==> src/rtl/excess3_pkg.sv <==
// Shared constants and state encoding for the excess-3 to BCD decoder.
package excess3_pkg;

  localparam logic [3:0] EX3_OFFSET = 4'd3;
  localparam logic [3:0] EX3_MIN    = 4'd3;
  localparam logic [3:0] EX3_MAX    = 4'd12;

  typedef enum logic [1:0] {
    IDLE = 2'd0,
    CONV = 2'd1,
    DONE = 2'd2
  } state_t;

endpackage

==> src/rtl/excess3_digit_dec.sv <==
// Combinational single-digit excess-3 to BCD decoder with invalid-code flag.
module excess3_digit_dec
  import excess3_pkg::*;
(
  input  logic [3:0] code,
  output logic [3:0] bcd,
  output logic       err
);

  always_comb begin
    err = (code < EX3_MIN) || (code > EX3_MAX);
    bcd = err ? 4'd0 : (code - EX3_OFFSET);
  end

endmodule

==> src/rtl/excess3_to_bcd_seq.sv <==
// Serial multi-digit excess-3 to BCD decoder: one digit per clock, LSD first,
// result held under valid/ready until consumed.
module excess3_to_bcd_seq
  import excess3_pkg::*;
#(
  parameter int unsigned DIGITS = 4
) (
  input  logic                  clk,
  input  logic                  rst_n,
  input  logic                  in_valid,
  output logic                  in_ready,
  input  logic [4*DIGITS-1:0]   in_code,
  output logic                  out_valid,
  input  logic                  out_ready,
  output logic [4*DIGITS-1:0]   out_bcd,
  output logic                  out_err,
  output logic [DIGITS-1:0]     out_err_mask
);

  localparam int unsigned CW = (DIGITS > 1) ? $clog2(DIGITS) : 1;
  localparam logic [CW-1:0] LAST = CW'(DIGITS - 1);

  state_t                state_q;
  logic [4*DIGITS-1:0]   shift_q;
  logic [4*DIGITS-1:0]   work_bcd_q;
  logic [4*DIGITS-1:0]   work_bcd_d;
  logic [DIGITS-1:0]     work_mask_q;
  logic [DIGITS-1:0]     work_mask_d;
  logic [CW-1:0]         cnt_q;
  logic [3:0]            dig_bcd;
  logic                  dig_err;
  logic                  accept;

  excess3_digit_dec u_dec (
    .code (shift_q[3:0]),
    .bcd  (dig_bcd),
    .err  (dig_err)
  );

  assign in_ready  = rst_n && ((state_q == IDLE) || ((state_q == DONE) && out_ready));
  assign accept    = in_valid && in_ready;
  assign out_valid = (state_q == DONE);

  // Working registers with the current digit merged in, so the final edge can
  // publish a complete result.
  always_comb begin
    work_bcd_d  = work_bcd_q;
    work_mask_d = work_mask_q;
    for (int i = 0; i < int'(DIGITS); i++) begin
      if (cnt_q == CW'(i)) begin
        work_bcd_d[4*i +: 4] = dig_bcd;
        work_mask_d[i]       = dig_err;
      end
    end
  end

  always_ff @(posedge clk) begin
    if (!rst_n) begin
      state_q      <= IDLE;
      shift_q      <= '0;
      work_bcd_q   <= '0;
      work_mask_q  <= '0;
      cnt_q        <= '0;
      out_bcd      <= '0;
      out_err_mask <= '0;
      out_err      <= 1'b0;
    end else begin
      unique case (state_q)
        IDLE, DONE: begin
          if (accept) begin
            shift_q     <= in_code;
            work_bcd_q  <= '0;
            work_mask_q <= '0;
            cnt_q       <= '0;
            state_q     <= CONV;
          end else if (state_q == DONE && out_ready) begin
            state_q <= IDLE;
          end
        end
        CONV: begin
          shift_q     <= shift_q >> 4;
          work_bcd_q  <= work_bcd_d;
          work_mask_q <= work_mask_d;
          if (cnt_q == LAST) begin
            cnt_q        <= '0;
            out_bcd      <= work_bcd_d;
            out_err_mask <= work_mask_d;
            out_err      <= |work_mask_d;
            state_q      <= DONE;
          end else begin
            cnt_q <= cnt_q + 1'b1;
          end
        end
        default: state_q <= IDLE;
      endcase
    end
  end

endmodule

==> config.mk <==
export PLATFORM = sky130hd
export DESIGN_NAME = excess3_to_bcd_seq
export DESIGN_NICKNAME = d
export VERILOG_FILES = /design/src/rtl/excess3_pkg.sv /design/src/rtl/excess3_digit_dec.sv /design/src/rtl/excess3_to_bcd_seq.sv
export SDC_FILE = /design/constraint.sdc
export NUM_CORES = 1
export LEC_CHECK = 0
export CORE_ASPECT_RATIO = 0.8
export CORE_MARGIN = 2
export CORE_UTILIZATION = 50
export CTS_BUF_LIST = sky130_fd_sc_hd__clkbuf_4 sky130_fd_sc_hd__clkbuf_8
export DETAILED_ROUTE_END_ITERATION = 10
export HOLD_SLACK_MARGIN = 0.1
export PLACE_DENSITY = 0.75
export SLEW_MARGIN = 40
export SYNTH_ARGS = -nofsm -noshare
export SYNTH_HDL_FRONTEND = slang
export SYNTH_HIERARCHICAL = 1
export SYNTH_SLANG_ARGS = --single-unit
==> constraint.sdc <==
create_clock -name clk -period 2.3 [get_ports clk]
set_input_delay 0.46 -clock clk [delete_from_list [all_inputs] [get_ports clk]]
set_output_delay 0.46 -clock clk [all_outputs]
set_load 0.03 [all_outputs]
==> results.py <==
metrics = {
    "sta": {
        "post-route-min-period_ns": 2.114,
        "fin_crit_sh_pct": 91.92,
        "worst_clock_skew_ns": 0.004522,
        "slew_violations": 0,
        "timing.fmax_mhz": 473.0,
        "rsz0062_at_grt": "no",
        "finalSetupViolations": 0,
        "max_slew_margin_pct": 56.65,
        "fin_hold_ws_ns": 0.4592,
        "worst_slew_pin_slew_ns": 0.6475,
        "setup_tns_ns": 0,
        "hold_violations": 0,
    },
    "yosys": {
        "async_flop_share_pct": 0,
        "syn-cell-area_um2": 2689,
        "synth_edf_count": 0,
        "synth_area_leaders": "dfxtp_1, mux2i_1, a32o_1",
        "synth_cell_type_count": 41,
        "yosysTopAreaCell": "dfxtp_1",
        "synthCells": 281,
        "ys.flop_type": "dfxtp_1",
        "ys_ff_latch": 56,
        "synth_fp_nets": 307,
        "ys_warn_count": 6,
        "avgSynthCellArea_um2": 9.569,
        "ys_seq_area_share_pct": 41.69,
        "netlist.area_leader.share_pct": 41.69,
    },
    "finish": {
        "drive_gt1_share_pct": 10.58,
        "syn_to_final_growth_pct": 20.66,
        "diodes": 0,
        "nNetsFinal": 337,
        "design_area_um2": 3244,
        "nFillCells": 441,
        "stdcell_count": 374,
    },
    "grt": {
        "gr-total-overflow": 0,
        "first_global_vias": 1992,
        "grt_max_degree": 30,
        "antenna_found_initial": 0,
        "grtUsageTotal_pct": 19.92,
        "grt_pass1_wl_um": 9673,
    },
    "clock_tree": {
        "cts.htree.levels": 2,
        "cts-buffers-inserted": 5,
        "cts_setup_buffers": 0,
        "cts_resized": 0,
        "hold_buffers": 0,
        "cts_max_path_buffers": 2,
        "clk_latency_ns": 0.31,
        "root_buffer": "clkbuf_8",
        "cts_tree": "done",
        "clkSinkCount": 56,
        "clkSlewWorstSetupHoldPaths_ns": 0.10,
    },
    "die": {
        "row_count": 23,
        "num_io_pins": 43,
        "die_w_um": 85.99,
        "die_h_um": 69.59,
        "dieArea_um2": 5984,
        "core_area_um2": 5094,
        "initial_utilization_pct": 52.79,
    },
    "drt": {
        "wl_um": 5825,
        "num_vias": 2201,
        "post_drt_wl_per_cell_um": 15.57,
        "viasPerCell": 5.885,
        "drt_iter0_markers": 138,
        "drcViolationCount": 0,
        "antenna_left": 0,
        "firstDrtPassIters": 4,
    },
    "worst_setup_path": {
        "r2r_slack_ns": 0.40,
        "critical_path.cell_chain": "clkdlybuf4s50_1 -> and2b_1 -> nor3_1 -> buf_4",
        "worstSetupStartpointType": "input port",
        "critPathSlowestCell": "clkdlybuf4s50_1",
        "worstPathArrival_ns": 1.65,
        "path_class": "in -> out",
        "required_ns": 1.84,
        "path_buf_inv": 2,
        "crit_family": "buffers and inverters",
        "crit_path_max_incr_delay_ns": 0.52,
        "crit_path_end_kind": "output pin",
        "path_max_fanout": 4,
    },
    "flow_run": {
        "maxCapViolCount": 0,
    },
    "outcome": {
        "status": "complete, no violations",
    },
    "hold_path": {
        "holdCritPathClass": "reg -> reg",
    },
    "power_and_ir_drop": {
        "switching_share_pct": 27.15,
        "power_density_nw_per_um2": 590.3,
        "power_mw": 1.915,
        "switching_power_mw": 0.5200,
        "cellLeakagePower_nw": 1.279,
        "p_seq_share_pct": 53.8,
        "clkPwrFrac_pct": 30.1,
        "p_int_mw": 1.395,
        "power_frac_comb_pct": 16.2,
        "ir_drop_mv": 0.3303,
    },
    "placed_design": {
        "dpl.hpwl_um": 4073,
        "dp.cells": 366,
        "place_area_um2": 3146,
        "io_buffers": 42,
        "gp_congestion": 0.7587,
    },
}
[path summary, 6_finish.rpt]
kind / startpoint / endpoint / depth (start not counted)
hold reg to reg: out_bcd[14] / out_bcd[14] / 2
hold / removal: out_bcd[14] / out_bcd[14] / 2
setup reg to reg: shift_q[0] / out_bcd[5] / 7
setup / recovery: out_ready / in_ready / 4
[final cells by class]
cell class / instances / area, µm² / share of cell area, %
Clock buffer: 6 / 82.58 / 2.545
Clock inverter: 2 / 13.76 / 0.4242
Inverter: 7 / 26.28 / 0.8099
Multi-Input combinational cell: 186 / 1393 / 42.92
Sequential cell: 56 / 1121 / 34.55
Tap cell: 62 / 77.57 / 2.391
Timing Repair Buffer: 55 / 530.5 / 16.35
[through the flow]
stage | utilization, % | worst slack [ns]
finish | 63.69 | 0.1858
CTS | 63.65 | 0.06235
global placement | 61.75 | 0.1307
global route | 63.69 | 0.1799
detailed placement | 61.75 | 0.1161
floorplan | - | 0.1777
[state kept, by name (all words and copies together), names as in the netlist]
register      cells
work_bcd_q       12
work_mask_q       3
out_bcd          16
out_err           1
cnt_q             2
state_q           2
shift_q          16
out_err_mask      4
[cells in the mapped netlist (5+ instances only)]
cell type   n
nor3_1      5
clkbuf_1   16
inv_1       6
mux2i_1    25
nand2_1    14
nor2_1     18
a211o_1    12
o311ai_0   12
a32o_1     15
buf_2      14
dfxtp_1    56
ha_1        6
nor2b_1     5
a211oi_1   15
a21oi_1    22
[tightest hold or removal path, stage by stage (launching register included)]
cell	delay, ns
dfxtp_1	0.32
nand2_1	0.05
a21oi_1	0.05
[cells by family after synthesis]
logic type	count (synthesis)	synth area share, %
AOI/OAI and AO/OA	87	24.99
adders and majority gates	6	2.792
muxes	29	11.54
buffers and inverters	39	6.515
and+or+nand+nor	64	12.47
DFF	56	41.69
[placed cells by master, fill, tap and decap left out, drive strengths merged, types with 2 or more instances in the layout]
cell type,instances
dfxtp,56
clkdlybuf4s50,40
mux2i,25
a21oi,23
nor2,19
a32o,15
a211oi,15
nand2,14
buf,14
a211o,12
o311ai,12
inv,8
ha,6
clkbuf,6
nor2b,6
nor3,5
and3,4
mux2,4
nand2b,3
o221ai,3
nand3,3
and2b,2
nand3b,2
or3b,2
[metal layers]
| metal | GRT usage, % | vias up | routed length [µm] |
|---|---|---|---|
| li1 | - | 1108 | - |
| met1 | 29.50 | 1049 | 2993 |
| met2 | 29.72 | 39 | 2584 |
| met3 | 3.571 | 5 | 191 |
| met4 | 5.291 | 0 | 57 |
| met5 | 0 | - | 0 |
[power by group through the flow]
stage / logic (mW) / clock network (mW) / registers [mW]
finish: 0.310 / 0.576 / 1.03
global route: 0.337 / 0.612 / 1.04
CTS: 0.309 / 0.585 / 1.03
detailed placement: 0.307 / 0 / 1.05
global placement: 0.302 / 0 / 1.05
floorplan: 0.217 / 0 / 1.05
(Power assumes the default switching activity.)
